===== src/rtl/snail_char_tx_pkg.sv =====
// Shared types and default constants for the SNAIL character output peripheral.
package snail_pkg;

  typedef enum logic [1:0] {
    TX_IDLE  = 2'd0,
    TX_START = 2'd1,
    TX_DATA  = 2'd2,
    TX_STOP  = 2'd3
  } tx_state_t;

  localparam logic [7:0] WIN_BASE_DEF = 8'h00;
  localparam int         WIN_LEN_DEF  = 32;

  // start + 8 data + stop
  localparam int         FRAME_BITS   = 10;

endpackage


===== src/rtl/snail_char_tx_if.sv =====
// Bus snoop inputs and serial/status outputs of the character transmitter.
interface snail_char_tx_if #(
  parameter int DEPTH = 8
);
  logic [7:0]              ram_addr;
  logic [7:0]              ram_wdat;
  logic                    ram_wr_;
  logic                    tx;
  logic                    busy;
  logic                    overflow;
  logic [$clog2(DEPTH):0]  fifo_count;

  modport master (
    output ram_addr, ram_wdat, ram_wr_,
    input  tx, busy, overflow, fifo_count
  );

  modport slave (
    input  ram_addr, ram_wdat, ram_wr_,
    output tx, busy, overflow, fifo_count
  );
endinterface


===== src/rtl/snail_byte_fifo.sv =====
// Byte FIFO with combinational head; push acceptance is gated by the parent.
module snail_byte_fifo #(
  parameter int DEPTH = 8
) (
  input  logic                   clk,
  input  logic                   rst_,
  input  logic                   i_push,
  input  logic [7:0]             i_data,
  input  logic                   i_pop,
  output logic [7:0]             o_head,
  output logic [$clog2(DEPTH):0] o_count,
  output logic                   o_full,
  output logic                   o_empty
);
  localparam int PW = $clog2(DEPTH);
  localparam int CW = PW + 1;

  logic [7:0]    r_mem [DEPTH];
  logic [PW-1:0] r_wr_ptr;
  logic [PW-1:0] r_rd_ptr;
  logic [CW-1:0] r_count;

  // Storage array; contents are don't-care until written, so no reset.
  always_ff @(posedge clk) begin
    if (i_push) r_mem[r_wr_ptr] <= i_data;
  end

  // Pointers wrap naturally; occupancy tracks push/pop, unchanged when both.
  always_ff @(posedge clk or negedge rst_) begin
    if (!rst_) begin
      r_wr_ptr <= '0;
      r_rd_ptr <= '0;
      r_count  <= '0;
    end else begin
      if (i_push) r_wr_ptr <= r_wr_ptr + PW'(1);
      if (i_pop)  r_rd_ptr <= r_rd_ptr + PW'(1);
      if (i_push && !i_pop)      r_count <= r_count + CW'(1);
      else if (!i_push && i_pop) r_count <= r_count - CW'(1);
    end
  end

  // Head is read before the edge, so a same-edge push never replaces it.
  assign o_head  = r_mem[r_rd_ptr];
  assign o_count = r_count;
  assign o_full  = (r_count == CW'(DEPTH));
  assign o_empty = (r_count == '0);
endmodule


===== src/rtl/snail_char_tx.sv =====
// Snoops CPU RAM writes into a fixed window and sends each byte as 8N1 serial.
//
// state    | meaning
// TX_IDLE  | line high; pops FIFO head and drives start bit when non-empty
// TX_START | start bit (low) for CLKS_PER_BIT cycles
// TX_DATA  | 8 data bits, LSB first, CLKS_PER_BIT cycles each
// TX_STOP  | stop bit (high); the following IDLE cycle completes it
module snail_char_tx
  import snail_pkg::*;
#(
  parameter logic [7:0] WIN_BASE     = WIN_BASE_DEF,
  parameter int         WIN_LEN      = WIN_LEN_DEF,
  parameter int         DEPTH        = 8,
  parameter int         CLKS_PER_BIT = 16
) (
  input  logic            clk,
  input  logic            rst_,
  snail_char_tx_if.slave  bus
);
  localparam int BW = $clog2(CLKS_PER_BIT);
  localparam logic [BW-1:0] BAUD_LAST = BW'(CLKS_PER_BIT - 1);
  // STOP ends one cycle early because the IDLE cycle that may pop is
  // still driving high; this keeps a frame at exactly 10 bit times.
  localparam logic [BW-1:0] STOP_LAST = BW'(CLKS_PER_BIT - 2);

  tx_state_t r_state, w_state_nxt;
  logic          r_tx, w_tx_nxt;
  logic [BW-1:0] r_baud, w_baud_nxt;
  logic [2:0]    r_bit, w_bit_nxt;
  logic [7:0]    r_shift, w_shift_nxt;
  logic          r_overflow;

  logic [8:0]             w_off;
  logic                   w_in_win;
  logic                   w_wr_req;
  logic                   w_push;
  logic                   w_pop;
  logic [7:0]             w_head;
  logic [$clog2(DEPTH):0] w_count;
  logic                   w_full;
  logic                   w_empty;
  logic                   w_baud_tc;
  logic                   w_stop_tc;

  // Addresses below the base wrap to a large offset and fall outside.
  assign w_off    = {1'b0, bus.ram_addr} - {1'b0, WIN_BASE};
  assign w_in_win = (w_off < 9'(WIN_LEN));
  assign w_wr_req = !bus.ram_wr_ && w_in_win;
  assign w_pop    = (r_state == TX_IDLE) && !w_empty;
  assign w_push   = w_wr_req && (!w_full || w_pop);

  assign w_baud_tc = (r_baud == BAUD_LAST);
  assign w_stop_tc = (r_baud == STOP_LAST);

  snail_byte_fifo #(.DEPTH(DEPTH)) u_fifo (
    .clk     (clk),
    .rst_    (rst_),
    .i_push  (w_push),
    .i_data  (bus.ram_wdat),
    .i_pop   (w_pop),
    .o_head  (w_head),
    .o_count (w_count),
    .o_full  (w_full),
    .o_empty (w_empty)
  );

  // Sticky flag for any in-window write that found no room.
  always_ff @(posedge clk or negedge rst_) begin
    if (!rst_)                    r_overflow <= 1'b0;
    else if (w_wr_req && !w_push) r_overflow <= 1'b1;
  end

  // State and datapath registers; reset forces the line high immediately.
  always_ff @(posedge clk or negedge rst_) begin
    if (!rst_) begin
      r_state <= TX_IDLE;
      r_tx    <= 1'b1;
      r_baud  <= '0;
      r_bit   <= '0;
      r_shift <= '0;
    end else begin
      r_state <= w_state_nxt;
      r_tx    <= w_tx_nxt;
      r_baud  <= w_baud_nxt;
      r_bit   <= w_bit_nxt;
      r_shift <= w_shift_nxt;
    end
  end

  // Next-state decode.
  always_comb begin
    w_state_nxt = r_state;
    case (r_state)
      TX_IDLE:  if (!w_empty)                    w_state_nxt = TX_START;
      TX_START: if (w_baud_tc)                   w_state_nxt = TX_DATA;
      TX_DATA:  if (w_baud_tc && r_bit == 3'd7)  w_state_nxt = TX_STOP;
      TX_STOP:  if (w_stop_tc)                   w_state_nxt = TX_IDLE;
      default:                                   w_state_nxt = TX_IDLE;
    endcase
  end

  // Next values for line, baud counter, bit index and shift register.
  always_comb begin
    w_tx_nxt    = r_tx;
    w_baud_nxt  = r_baud + BW'(1);
    w_bit_nxt   = r_bit;
    w_shift_nxt = r_shift;
    case (r_state)
      TX_IDLE: begin
        w_tx_nxt   = 1'b1;
        w_baud_nxt = '0;
        if (!w_empty) begin
          w_shift_nxt = w_head;
          w_tx_nxt    = 1'b0;
        end
      end
      TX_START: begin
        if (w_baud_tc) begin
          w_tx_nxt   = r_shift[0];
          w_bit_nxt  = '0;
          w_baud_nxt = '0;
        end
      end
      TX_DATA: begin
        if (w_baud_tc) begin
          w_baud_nxt = '0;
          if (r_bit == 3'd7) begin
            w_tx_nxt = 1'b1;
          end else begin
            w_tx_nxt    = r_shift[1];
            w_shift_nxt = r_shift >> 1;
            w_bit_nxt   = r_bit + 3'd1;
          end
        end
      end
      TX_STOP: begin
        w_tx_nxt = 1'b1;
        if (w_stop_tc) w_baud_nxt = '0;
      end
      default: w_tx_nxt = 1'b1;
    endcase
  end

  assign bus.tx         = r_tx;
  assign bus.busy       = (r_state != TX_IDLE) || (w_count != '0);
  assign bus.overflow   = r_overflow;
  assign bus.fifo_count = w_count;
endmodule


===== src/flat_wrapper.sv =====
// flat-port wrapper written by rule: the top's interface ports become plain ports
module snail_char_tx_flat import snail_pkg::*;
#(
  parameter logic [7:0] WIN_BASE     = WIN_BASE_DEF,
  parameter int         WIN_LEN      = WIN_LEN_DEF,
  parameter int         DEPTH        = 8,
  parameter int         CLKS_PER_BIT = 16
)
  (clk, rst_, bus_ram_addr, bus_ram_wdat, bus_ram_wr_, bus_tx, bus_busy, bus_overflow, bus_fifo_count);
  snail_char_tx_if #(.DEPTH(DEPTH)) bus_i ();
  input  logic clk;
  input  logic rst_;
  input wire logic [$bits(bus_i.ram_addr)-1:0] bus_ram_addr;
  input wire logic [$bits(bus_i.ram_wdat)-1:0] bus_ram_wdat;
  input wire logic [$bits(bus_i.ram_wr_)-1:0] bus_ram_wr_;
  output wire logic [$bits(bus_i.tx)-1:0] bus_tx;
  output wire logic [$bits(bus_i.busy)-1:0] bus_busy;
  output wire logic [$bits(bus_i.overflow)-1:0] bus_overflow;
  output wire logic [$bits(bus_i.fifo_count)-1:0] bus_fifo_count;
  assign bus_i.ram_addr = bus_ram_addr;
  assign bus_i.ram_wdat = bus_ram_wdat;
  assign bus_i.ram_wr_ = bus_ram_wr_;
  assign bus_tx = bus_i.tx;
  assign bus_busy = bus_i.busy;
  assign bus_overflow = bus_i.overflow;
  assign bus_fifo_count = bus_i.fifo_count;
  snail_char_tx #(.WIN_BASE(WIN_BASE), .WIN_LEN(WIN_LEN), .DEPTH(DEPTH), .CLKS_PER_BIT(CLKS_PER_BIT)) u_core (.clk(clk), .rst_(rst_), .bus(bus_i));
endmodule

===== config.mk =====
export PLATFORM = sky130hd
export DESIGN_NAME = snail_char_tx_flat
export DESIGN_NICKNAME = d
export VERILOG_FILES = /design/src/rtl/snail_char_tx_pkg.sv /design/src/rtl/snail_char_tx_if.sv /design/src/rtl/snail_byte_fifo.sv /design/src/rtl/snail_char_tx.sv /design/src/flat_wrapper.sv
export SDC_FILE = /design/constraint.sdc
export NUM_CORES = 1
export LEC_CHECK = 0
export ABC_AREA = 0
export CAP_MARGIN = 30
export CELL_PAD_IN_SITES_DETAIL_PLACEMENT = 1
export CELL_PAD_IN_SITES_GLOBAL_PLACEMENT = 1
export CORE_MARGIN = 3
export CORE_UTILIZATION = 30
export DETAILED_ROUTE_END_ITERATION = 8
export HOLD_SLACK_MARGIN = 0.15
export MAX_ROUTING_LAYER = met4
export PLACE_DENSITY = 0.54
export SLEW_MARGIN = 20
export SYNTH_ARGS = -nofsm -noshare
export SYNTH_HDL_FRONTEND = slang
export SYNTH_SLANG_ARGS = --single-unit

===== constraint.sdc =====
create_clock -name clk -period 2.5 [get_ports clk]
set_input_delay 0.5 -clock clk [delete_from_list [all_inputs] [get_ports clk]]
set_output_delay 0.5 -clock clk [all_outputs]
set_load 0.02 [all_outputs]

==> results.txt, run 1 <==
TritonCTS built the clock tree. The number of synthesized flops with an enable pin was 64; the data arrival at the endpoint of the critical path was 2.57 ns. The total count of hold-check failures in the final report was 0; the async set-or-reset flop fraction in the synthesized netlist was 31.18%.

The tool flagged a number of max-cap violations equal to 0. The first routing iteration left 130 violations. In this run, post-CTS hold repair placed 0 buffers.

Count of yosys warnings during synthesis: 0. Setup repair after global routing left no endpoint under its margin. The tightest slew margin relative to the limit was 64.60%; the required time reported for the critical path endpoint was 2.72 ns. The gate count after technology mapping is 260, and the net count after synthesis is 295. Via count of the first global-routing pass: 2519. In this design, the critical path's most frequently occurring cell is sky130_fd_sc_hd__ha_4.

For the number of antenna violations at the first check in global routing, the log shows 0. Entering global routing, the biggest net connects 30 pins. CTS placed an instance of sky130_fd_sc_hd__clkbuf_16 at the clock tree root. The part of the Yosys area used for sequential elements is 63.73%.

The all-layer global routing usage was 12.36%; the global-route wire length before repair was 13570 µm. The cell type of the slowest stage on the worst timing path was sky130_fd_sc_hd__clkdlybuf4s50_1. The maximum net fanout on the critical path is 3, and the cell leakage power is 1.902 nW. For the worst flop-to-flop path, the logic depth is 9. The total area inside the core boundary comes to 0.01340 mm².

The clock-pin slew on the worst setup and hold paths works out to 0.06 ns. Summed over all layers, the global routing overflow is 0. After legalization and detailed placement, the total HPWL measured 5613 µm.

The post-route clock period utilization was 94.27%; the H-tree depth was 3. The number of cells on the worst hold path works out to 1. The later pin in the worst-skew pair is clocked with a latency of 0.34 ns.

The logs give 36 for the count of different cell masters after synthesis and 42 for the placement row count. Once layout is done, the placed cells without fillers occupy 0.005134 mm². Counting flops and latches in the post-synthesis netlist gives 93.

Summed over all layers, the routed wires come to 8315 µm. The largest single stage delay on the critical path is 0.41 ns. The tools report the number of diodes as 0. Most common library cell in the layout ignoring fill and taps: sky130_fd_sc_hd__edfxtp_1. IR analysis of the VDD net gives a maximum drop of 0.4762 mV. For this configuration, the core starts out at a cell density of 31.02%. The number of clock sinks seen by CTS was 93; the final weighted congestion in routability-driven placement was 0.7329. During placement, the flow inserted port buffers numbering 20. The post-route netlist has 28.71% of its cells at a drive strength greater than 1. The average wire per standard cell came out at 16.87 µm. The total cell area at the placement stage is 0.004748 mm².

Setup violations remaining at the end of the flow were counted as 0. In the final design database the tool counted 347 nets. The critical path is of the in -> reg type. The path class of the tightest hold or removal check is reg -> reg. The run finished with clean final reports. Counting along the longest clock path gives a buffer depth of 2. The tools report the final number of max-transition violations as 0. Based on the critical path, the design can be clocked at up to 424.3 MHz. In this run the vertical extent of the chip is 123.7 µm. The ratio of total power to cell area was 1122 mW/mm².

Each instance of the synthesized netlist takes up on average 15.99 µm². Dividing the detail-routed via count by the number of cells gives 4.740. From synthesis to final layout, the design area changed by 23.51%. The routed design could run at a clock period as short as 2.357 ns. The synthesized netlist occupies a cell area of 0.004156 mm². The critical path goes through clkdlybuf4s50_1 -> nor4_2 -> a21bo_2 -> inv_4 -> ha_4 -> inv_2 -> ha_4 -> a21o_1 -> a2111oi_2 -> o31ai_1. The tools report the area of the die as 0.01530 mm².

Across the routed clock network, the largest skew measured is 0.01018 ns. Before antenna repair, the detailed router went through 4 iterations. The run gives 0 as the DRC violation count after routing. The slew at the pin closest to its max-slew limit was 0.5310 ns. From left edge to right edge, the die measures 123.7 µm. In this run the count of I/O pins placed on the die edge is 26. For this run, the leading register cell type out of synthesis is sky130_fd_sc_hd__edfxtp_1. TritonCTS created 9 clock buffers. The top cell types in the final layout, fill and taps aside, are 64 x sky130_fd_sc_hd__edfxtp_1, 30 x sky130_fd_sc_hd__buf_4, 28 x sky130_fd_sc_hd__dfrtp_1. Endpoint type of the worst setup path: a register. STA classifies the critical path startpoint as an input port. Across all layers, the routed design uses 2337 vias. The number of nets with antenna violations after detailed routing was 0; the post-layout total power was 5.762 mW.
[where the power goes]
group | switching (mW) | internal [mW] | total [mW]
sequential | 0.264 | 1.90 | 2.16
clock | 0.607 | 0.886 | 1.49
combinational | 0.961 | 1.15 | 2.11
total | 1.83 | 3.93 | 5.76
[cell families after synthesis]
family	synth area share, %
buffers and inverters	2.920
AND/OR/NAND/NOR	6.984
multiplexers	16.47
XOR/XNOR	1.686
adder cells (fa/ha/maj)	4.997
AO/OA/AOI/OAI	3.221
flip-flops	63.73
[final cells by class]
class | instances | area (µm²)
fillers | 1362 | 8267
flip-flops and latches | 93 | 2649
multi-input cells | 147 | 1451
repair buffers | 51 | 450.4
clock buffers | 10 | 229.0
well taps | 176 | 220.2
clock inverters | 6 | 93.84
inverters | 10 | 40.04
[state kept, by name, indices dropped and copies added, names as in the netlist]
register and count:
u_core.bus.overflow 1, u_core.bus.tx 1, u_core.r_baud 4, u_core.r_bit 3, u_core.r_shift 8, u_core.r_state 2, u_core.u_fifo.o_count 4, u_core.u_fifo.r_mem 64
u_core.u_fifo.r_rd_ptr 3, u_core.u_fifo.r_wr_ptr 3
[routing by layer]
metal	vias to the layer above	global-route usage [%]	routed length, µm
li1	1099	-	-
met1	1206	15.18	3756
met2	20	19.80	4211
met3	12	2.589	179
met4	0	5.398	167
met5	-	-	0
[cells in the mapped netlist (2+ instances only)]
cell | number | area [µm²]
sky130_fd_sc_hd__a21o_1 | 2 | 15.01
sky130_fd_sc_hd__a21oi_1 | 4 | 20.02
sky130_fd_sc_hd__and2_1 | 2 | 12.51
sky130_fd_sc_hd__buf_6 | 4 | 45.04
sky130_fd_sc_hd__clkbuf_1 | 4 | 15.01
sky130_fd_sc_hd__dfrtp_1 | 28 | 700.7
sky130_fd_sc_hd__edfxtp_1 | 64 | 1922
sky130_fd_sc_hd__ha_1 | 15 | 187.7
sky130_fd_sc_hd__inv_1 | 10 | 37.54
sky130_fd_sc_hd__mux2_2 | 24 | 270.3
sky130_fd_sc_hd__mux2i_1 | 2 | 20.02
sky130_fd_sc_hd__mux4_1 | 9 | 236.5
sky130_fd_sc_hd__mux4_2 | 7 | 157.7
sky130_fd_sc_hd__nand2_1 | 16 | 60.06
sky130_fd_sc_hd__nand2b_1 | 5 | 31.28
sky130_fd_sc_hd__nand3_1 | 8 | 40.04
sky130_fd_sc_hd__nor2_1 | 11 | 41.29
sky130_fd_sc_hd__nor2b_1 | 2 | 12.51
sky130_fd_sc_hd__nor3_1 | 9 | 45.04
sky130_fd_sc_hd__nor4_1 | 4 | 25.02
sky130_fd_sc_hd__o21ai_0 | 8 | 40.04
sky130_fd_sc_hd__o311ai_0 | 2 | 17.52
sky130_fd_sc_hd__xnor2_1 | 6 | 52.55
sky130_fd_sc_hd__xor2_1 | 2 | 17.52
[worst max-delay path, delay by kind of cell]
kind / cells / cell delay (ns)
compound gates: 4 / 0.94
fa+ha+maj: 2 / 0.33
buf+inv: 3 / 0.53
simple gates: 1 / 0.28
[path summary, 6_finish.rpt]
| path | start | end | slack [ns] |
|---|---|---|---|
| max in group asynchronous | rst_ | u_core.bus.tx$_DFFE_PN1P_ | 1.63 |
| max reg2reg | u_core.u_fifo.o_count[1]$_DFFE_PN0P_ | u_core.u_fifo.o_count[3]$_DFFE_PN0P_ | 0.15 |
| min in group asynchronous | rst_ | u_core.r_bit[1]$_DFFE_PN0P_ | 0.55 |
| max | bus_ram_addr[6] | u_core.u_fifo.o_count[3]$_DFFE_PN0P_ | 0.14 |
| min reg2reg | u_core.r_shift[7]$_DFFE_PN0P_ | u_core.r_shift[7]$_DFFE_PN0P_ | 0.48 |
| min | u_core.r_shift[7]$_DFFE_PN0P_ | u_core.r_shift[7]$_DFFE_PN0P_ | 0.48 |
[timing repair]
item	4_1_cts	5_1_grt
setup buffers	2	2
setup endpoints to repair	2	2
gates resized for setup	1	6
pin swaps	2	4
[stage by stage]
step | worst slack (ns) | hold WS, ns | util [%] | setup TNS, ns | cells
2_1_floorplan | 0.01254 | 0.2044 | - | 0 | 260
3_3_place_gp | -0.2907 | 0.4608 | 35.43 | -0.5986 | 473
3_5_place_dp | -0.4015 | 0.4681 | 35.43 | -1.821 | 473
4_1_cts | 0.006204 | 0.4831 | 38.02 | 0 | 491
5_1_grt | 0.004480 | 0.4906 | 38.31 | 0 | 493
6_report | 0.1433 | 0.4802 | 38.31 | 0 | 493
Note: power is estimated with default switching activity, not from simulation.
==> inputs of run 2 (changes only) <==
Settings changed: CTS_BUF_LIST set to sky130_fd_sc_hd__clkbuf_8, GPL_TIMING_DRIVEN set to 0.
==> results.txt, run 2 (synthesis results as in run 1) <==
The run finished with clean final reports. Setup repair after global routing left no endpoint under its margin. The type of the most critical hold path was reg -> reg. STA puts the critical path data required time at 2.75 ns.

Power comes to 5.206 mW. The tools report the clock insertion delay at the later pin of the skew report as 0.36 ns. The cell type of the slowest stage on the worst timing path is sky130_fd_sc_hd__clkdlybuf4s50_1. The tools report the area of the die as 0.01530 mm². The worst clock skew was 0.008749 ns. Dividing the detail-routed wire length by the instance count gives 17.65 µm. The run gives 2.361% as the met3 track demand over resource.

The logs give 30 for the pin count of the biggest net entering global routing and 2408 for the via count of the first global-routing pass. The type of the worst setup path is in -> reg. The logs give 0 for the number of max-cap violations and 0 for the number of nets with antenna violations after detailed routing. STA classifies the critical path startpoint as an input port. Together, buffers and inverters on the worst path number 3. The total count of hold-check failures in the final report was 0.

Measured along the x axis, the die boundary spans 123.7 µm. The final number of max-transition violations is 0, and the H-tree depth is 3. In the layout the commonest cells are 64 x sky130_fd_sc_hd__edfxtp_1, 27 x sky130_fd_sc_hd__dfrtp_1, 24 x sky130_fd_sc_hd__mux2_2.

The worst setup path is captured at a register. After detailed routing, the total wire length is 8507 µm. Of all nets on the critical path, the largest fanout is 5. Number of diodes: 0.

u_core.u_fifo.r_mem holds more flip-flops than any other register. The number of buffers on the longest clock path is 2. After layout, the minimum clock period comes to 2.361 ns.

For this design the static power due to leakage is 1.815 nW. The tools report the number of DRC markers after the initial detailed-route iteration as 199. TritonCTS built the clock tree. The first TritonRoute pass finished after 6 iterations.

The core area was 0.01340 mm². The worst ir drop on vdd is 0.3683 mV, and the initial cell density of the core is 31.02%. The critical path goes through clkdlybuf4s50_1 -> nor4_4 -> a21bo_4 -> inv_4 -> ha_4 -> inv_2 -> ha_1 -> a21o_1 -> a21oi_2 -> mux2i_1 -> o31ai_1. Global routing used 12.58% of the available tracks across all layers.

Clock tree synthesis found a total of 93 sinks. In the global route stage, met2 resource usage came out at 19.84%. The logs give 2264 for the total number of vias and 53.17% for the tightest slew margin relative to the limit. The register with the most flip-flops in the layout has 64 of them. The largest registers in the layout are u_core.u_fifo.r_mem (64), u_core.r_shift (8). The total negative slack is 0 ns, and the slew at the pin closest to its max-slew limit is 0.6966 ns. The placement row count came out at 42.

Leaving out fill and tap cells, the most frequent cell in the layout is sky130_fd_sc_hd__edfxtp_1. After clock tree synthesis, the clock-pin slew on the worst setup and hold paths is 0.08 ns. The relative area change from synthesis to final layout is 19.75%. The final weighted congestion in routability-driven placement is 0.7226, and the ratio of total power to cell area is 1046 mW/mm².

The family with the most delay on the worst path was compound AO/OA/AOI/OAI gates. After legalization and detailed placement, the total HPWL measured 5812 µm. Cell chosen for the clock root: sky130_fd_sc_hd__clkbuf_8. The DRC violation count after routing was 0. The number of antenna violations at the first check in global routing is 0. Global routing used 16.02% of the available met1 tracks.

Measured along the y axis, the die boundary spans 123.7 µm. For this design the top-level I/O count stands at 26. The tools report the global route total overflow as 0. In the final layout, the share of cells above drive strength 1 is 28.43%. The tools report the total cell area at the placement stage as 0.004698 mm².

The count of cells in the finished layout, fillers not included, comes to 482. The number of fill cells in the layout is 1380, and the average via count per standard cell is 4.697. The layer flagged by global routing as most heavily used is met2.

The largest single stage delay on the critical path is 0.44 ns. The area of all placed cells without fillers was 0.004977 mm². The logs give 0 for the final number of setup-violating endpoints and 13630 µm for the global-route wire length before repair.

The highest clock frequency the design can meet was 423.5 MHz. The number of cells after detailed placement is 463, and the post-route clock period utilization is 94.45%. Buffers inserted during clock tree synthesis total 9. At the worst endpoint, the arrival time is 2.61 ns. The count of input and output buffers works out to 20. At the end of the flow, the number of nets in the layout was 336.
-- run 2: final timing paths --
check	start	to	slack, ns	depth (start not counted)
max reg2reg	u_core.r_state[0]$_DFFE_PN0P_	u_core.u_fifo.o_count[3]$_DFFE_PN0P_	0.17	12
max in group asynchronous	rst_	u_core.bus.tx$_DFFE_PN1P_	1.65	3
min	u_core.r_shift[7]$_DFFE_PN0P_	u_core.r_shift[7]$_DFFE_PN0P_	0.48	1
max	bus_ram_wr_	u_core.u_fifo.o_count[3]$_DFFE_PN0P_	0.14	11
min in group asynchronous	rst_	u_core.r_bit[1]$_DFFE_PN0P_	0.62	3
min reg2reg	u_core.r_shift[7]$_DFFE_PN0P_	u_core.r_shift[7]$_DFFE_PN0P_	0.48	1
-- run 2: metrics by stage --
stage	hold WS, ns	worst slack (ns)	util [%]
finish	0.4819	0.1386	37.14
global route	0.5087	0.01902	37.14
CTS	0.4836	0.007405	36.72
detailed placement	0.4643	-0.6940	35.06
global placement	0.4552	-1.391	34.44
floorplan	0.2044	0.01254	-
-- run 2: final cells by class --
type	count	area [µm²]	area share [%]
Multi-Input combinational cell	147	1518	30.49
Sequential cell	93	2650	53.24
Clock buffer	10	137.6	2.765
Timing Repair Buffer	33	311.5	6.259
Inverter	10	40.04	0.8044
Tap cell	176	220.2	4.424
Clock inverter	6	26.28	0.5279
Buffer	7	73.82	1.483
-- run 2: layer usage --
metal	vias up	wire length [µm]
met5	-	0
met4	0	131
met3	12	210
met2	25	4266
met1	1155	3899
li1	1072	-
-- run 2: repair_timing --
item | CTS | global route
resized for setup | 12 | 12
pin swaps | 4 | 3
endpoints found under the setup margin | 39 | 14
buffers inserted | 3 | 2
hold endpoints to repair | 28 | 0
hold buffers | 1 | 0
-- run 2: report_power, final --
| group | internal, mW | switching [mW] |
|---|---|---|
| clock | 0.372 | 0.511 |
| sequential | 1.90 | 0.282 |
| combinational | 1.13 | 1.01 |
| total | 3.41 | 1.80 |
==> variant 1 (flow settings as in run 2) <==
`DEPTH` is set to 8 in 4 places; all go to 4.
--- a/src/rtl/snail_char_tx_if.sv
+++ b/src/rtl/snail_char_tx_if.sv
@@ -1,6 +1,6 @@
 // Bus snoop inputs and serial/status outputs of the character transmitter.
 interface snail_char_tx_if #(
-  parameter int DEPTH = 8
+  parameter int DEPTH = 4
 );
   logic [7:0]              ram_addr;
   logic [7:0]              ram_wdat;
--- a/src/rtl/snail_byte_fifo.sv
+++ b/src/rtl/snail_byte_fifo.sv
@@ -1,6 +1,6 @@
 // Byte FIFO with combinational head; push acceptance is gated by the parent.
 module snail_byte_fifo #(
-  parameter int DEPTH = 8
+  parameter int DEPTH = 4
 ) (
   input  logic                   clk,
   input  logic                   rst_,
--- a/src/rtl/snail_char_tx.sv
+++ b/src/rtl/snail_char_tx.sv
@@ -10,7 +10,7 @@
 #(
   parameter logic [7:0] WIN_BASE     = WIN_BASE_DEF,
   parameter int         WIN_LEN      = WIN_LEN_DEF,
-  parameter int         DEPTH        = 8,
+  parameter int         DEPTH        = 4,
   parameter int         CLKS_PER_BIT = 16
 ) (
   input  logic            clk,
--- a/src/flat_wrapper.sv
+++ b/src/flat_wrapper.sv
@@ -3,7 +3,7 @@
 #(
   parameter logic [7:0] WIN_BASE     = WIN_BASE_DEF,
   parameter int         WIN_LEN      = WIN_LEN_DEF,
-  parameter int         DEPTH        = 8,
+  parameter int         DEPTH        = 4,
   parameter int         CLKS_PER_BIT = 16
 )
   (clk, rst_, bus_ram_addr, bus_ram_wdat, bus_ram_wr_, bus_tx, bus_busy, bus_overflow, bus_fifo_count);
Interface: changed (resized bus_fifo_count); port bits go from 26 to 25. No check against the original RTL was run, so the function may have changed too.
==> variant 1 against run 2 <==
Design area shrank 34%; wire length decreased by 39%; sequential cell count shrank 35; hold slack got worse by 0.31 ns; synthesized area fell by 34%; clock skew about the same; worst setup slack worse by 0.0018 ns; power shrank 24%; fmax about the same; critical path type unchanged; largest cell class unchanged; largest power group is now combinational cells.
==> variant 1: results (changes against run 2) <==
CP arrival 2.62 ns (about the same); GRT Total Usage 0.1210 (-0.004824); Post-DP Area 3062 um^2 (-35%); clock share of power 0.213 (+0.043); Post-synth EDFFs 32 (-50%); pre-CTS setup slack -0.2834 ns (+0.4106 ns); largest net degree at the start of global routing 27 (-10%); CP startpoint bus_ram_addr[6]; M3 GR Usage 0.03926 (+0.01564); largest registers u_core.u_fifo.r_mem (32), u_core.r_shift (8), u_core.r_baud (4); final worst-path cycle share 0.9453 (about the same); CP endpoint u_core.u_fifo.o_count[2]$_DFFE_PN0P_; vias in the first global route 1,695 (-30%); Worst VDD drop 0.3459 mV (-6.1%); layout cell share with drive strength beyond 1 0.2423 (-0.04202); Final nets 256 (-24%); P_leak 0.001283 uW (-29%); Vias/cell 4.624 (-1.6%); M1 WL 2466 um (-37%); Final Non-Filler Cells 335 (-30%); Worst Reg-to-Reg Cells 9 (-3); Port Buffer Count 19 (-5.0%); crit path max fanout 8 (+3); final WL 5215 um (-39%); setup bufs post-CTS 0 (-3); worst hold path type in -> async; grt met2 use 0.1821 (-0.01629); post-synth cell types 43 (+19%); Hold Worst Slack 0.1716 ns (-0.3103 ns); status finished clean
variant 1: cell types whose count changed in the layout (fill, tap and decap cells not counted), moves of 4 or more:
cell      change
buf_4         -9
mux4_1        -9
o21ai_0       -4
mux2_4        +7
edfxtp_1     -32
and2_1        +4
mux2i_1       +7
o221a_2       +5
mux2_2       -17
mux4_2        -6
variant 1: through the flow:
stage | setup TNS [ns] | utilization
2_1_floorplan | 0 | -
3_3_place_gp | -0.4266 | 0.3483
3_5_place_dp | -0.4757 | 0.3477
4_1_cts | 0 | 0.3723
5_1_grt | 0 | 0.3741
6_report | 0 | 0.3741
variant 1: worst max-delay path, cell delays in order:
cell and delay (ns):
clkdlybuf4s50_1 0.41, nor4_2 0.30, nor2b_1 0.16, buf_2 0.18, ha_1 0.20, inv_1 0.06, fa_1 0.37, xor2_1 0.17
nor2_1 0.12, xor2_1 0.15
variant 1: layout make-up:
| type | instances | area (um^2) |
|---|---|---|
| Clock buffer | 9 | 123.9 |
| Clock inverter | 7 | 70.07 |
| Fill cell | 925 | 5512 |
| Sequential cell | 58 | 1613 |
| Buffer | 5 | 46.29 |
| Inverter | 8 | 43.79 |
| Multi-Input combinational cell | 121 | 1077 |
| Tap cell | 108 | 135.1 |
| Timing Repair Buffer | 19 | 185.2 |
variant 1: timing repair:
| item | in CTS | in global routing |
|---|---|---|
| resized for setup | 4 | 2 |
| endpoints found under the hold margin | 0 | 0 |
| setup endpoints to repair | 3 | 2 |
variant 1: logic make-up (layout without fill, tap and decap cells):
logic type,after synthesis,count (layout),share of synthesized area
xor gates and xnor gates,8,8,0.02556
buffers and inverters,13,48,0.03286
muxes,24,24,0.1082
and+or+nand+nor,52,52,0.1054
DFF,58,58,0.5883
AOI/OAI and AO/OA,22,22,0.06846
adders and majority gates,15,15,0.07120
==> variant 2 (flow settings as in run 2) <==
Made on the original files. The 4 states of `tx_state_t` get a one-hot encoding in 4 bits.
--- a/src/rtl/snail_char_tx_pkg.sv
+++ b/src/rtl/snail_char_tx_pkg.sv
@@ -1,11 +1,11 @@
 // Shared types and default constants for the SNAIL character output peripheral.
 package snail_pkg;
 
-  typedef enum logic [1:0] {
-    TX_IDLE  = 2'd0,
-    TX_START = 2'd1,
-    TX_DATA  = 2'd2,
-    TX_STOP  = 2'd3
+  typedef enum logic [3:0] {
+    TX_IDLE  = 4'b0001,
+    TX_START = 4'b0010,
+    TX_DATA  = 4'b0100,
+    TX_STOP  = 4'b1000
   } tx_state_t;
 
   localparam logic [7:0] WIN_BASE_DEF = 8'h00;
Behaviour: no difference found for any inputs over 10 cycles, from zero or initial values and one cycle with rst_ low; not proved beyond that.
==> variant 2 against run 2 <==
Synthesized area rose by 0.15%; fmax down 7.3%; count of clock-buffer cells in the layout shrank 1; sequential cell count grew 2; critical path depth decreased by 5; critical path type unchanged; largest power group unchanged; power up 3.5%; register-to-register slack worse by 0.19 ns; synthesized cell count decreased by 1.5%; design area grew 1.5%; worst setup slack lost 0.19 ns; wire length down 1.3%; sequential power increased by 2%; the flow now finishes with violations (negative setup slack).
==> variant 2: results (changes against run 2) <==
M3 GR Usage 0.03315 (+0.009537); final setup fails 37 (+37); Vias/cell 4.749 (+1.1%); Worst Hold Launch u_core.r_baud[0]$_DFF_PN0_; TritonRoute pass-1 iters 4 (-2); routability cong. 0.6704 (-7.2%); largest cells by area after synthesis edfxtp_1 46%, dfrtp_1 17%, mux4_2 8.7%; status finished, violations left; post-synth cell types 49 (+36%); grt met2 use 0.2102 (+0.01183); worst r2r dst u_core.u_fifo.r_mem[6][0]$_DFFE_PP_; failing checks negative setup slack; P_leak 0.001794 uW (-1.2%); CP peak stage delay 0.56 ns (+0.12 ns); clock skew 0.01075 ns (+0.002004 ns); PnR worst setup slack -0.04816 ns (-0.1868 ns); Critical Path Slowest Stage Cell or4_4; M1 WL 3619 um (-7.2%); asr flop ratio synth 0.3263 (+0.01449); vias in the first global route 2,478 (+2.9%); Worst Tran Pin Value 0.7254 ns (+0.02884 ns); Worst R2R Start u_core.r_state[0]$_DFFE_PN1P_; wire per inst 17.41 um (-1.3%); Chip Width 123.8 um (about the same); GRT Total Usage 0.1255 (-0.0002996); met2 wire length 4401 um (+3.2%); Routed met3 length 253 um (+20%); Filler cells 1,372 (-0.58%); Hold Worst Slack 0.4808 ns (-0.001099 ns); largest net degree at the start of global routing 19 (-37%); dpl hpwl 5693 um (-2.0%)
variant 2: cell count changes in the layout (fill, tap and decap cells not counted), moves of 5 or more:
cell and change:
inv_1 -9, mux4_1 -9, mux2_4 +7, mux2_2 -22, mux2i_1 +7, buf_4 +5
mux4_2 +9, ha_1 -7, a21oi_1 +6
variant 2: worst max-delay path by stage:
stage | start | endpoint | cells past startpoint
floorplan | u_core.r_state[0]$_DFFE_PN1P_ | u_core.u_fifo.o_count[3]$_DFFE_PN0P_ | 9
global placement | bus_ram_addr[7] | u_core.u_fifo.r_mem[0][4]$_DFFE_PP_ | 5
detailed placement | bus_ram_addr[7] | u_core.u_fifo.r_mem[7][4]$_DFFE_PP_ | 5
CTS | u_core.r_state[0]$_DFFE_PN1P_ | u_core.u_fifo.r_mem[1][1]$_DFFE_PP_ | 6
global route | u_core.r_state[0]$_DFFE_PN1P_ | u_core.u_fifo.r_mem[6][0]$_DFFE_PP_ | 5
finish | bus_ram_addr[7] | u_core.u_fifo.r_mem[6][0]$_DFFE_PP_ | 6
variant 2: final cells by class:
type	instances	area (um^2)	share of cell area
plain buffers	9	65.06	0.01288
clock buffers	9	123.9	0.02453
clock inverters	7	77.57	0.01536
inverters	3	16.27	0.003221
multi-input cells	148	1509	0.2988
flip-flops and latches	95	2705	0.5357
well taps	176	220.2	0.04361
repair buffers	35	332.8	0.06591
variant 2: worst max-delay path, delay by kind of cell:
family,cells,cell delay [ns]
compound gates,1,0.22
buf+inv,2,0.56
simple gates,3,1.29
variant 2: through the flow:
| step | cell area (um^2) | std cells | setup TNS (ns) | setup WS (ns) |
|---|---|---|---|---|
| finish | 5050 | 482 | -0.6744 | -0.04816 |
| global route | 5050 | 482 | -3.643 | -0.1231 |
| CTS | 5002 | 481 | -0.02319 | -0.005738 |
| detailed placement | 4672 | 455 | -35.71 | -0.6761 |
| global placement | 4624 | 452 | -44.17 | -1.026 |
| floorplan | 4204 | 256 | 0 | 0.0005855 |
variant 2: cells by family (layout without fill, tap and decap cells):
logic type      after synthesis  after routing  synth area share
mux                          36             36            0.1443
fa+ha+maj                    10             10           0.03186
flops                        95             95            0.6486
compound gates               31             31           0.05561
xor+xnor                      9              9           0.01893
buf+inv                      13             63           0.01923
simple gates                 62             62           0.08146
variant 2: repair_timing:
action / CTS / global route
buffers inserted: 9 / 2
gates resized for setup: 14 / 7
endpoints found under the setup margin: 61 / 60
endpoints found under the hold margin: 12 / 0
pin swaps: 2 / 2
gates cloned: 0 / 0
hold buffers: 1 / 0
variant 2: power breakdown:
part	internal [uW]	total, uW	switching, uW	leakage, uW
Combinational	1140	2140	1000	0.000739
Clock	475	1030	556	0.000103
Sequential	1950	2220	275	0.000952
Total	3560	5390	1830	0.00179
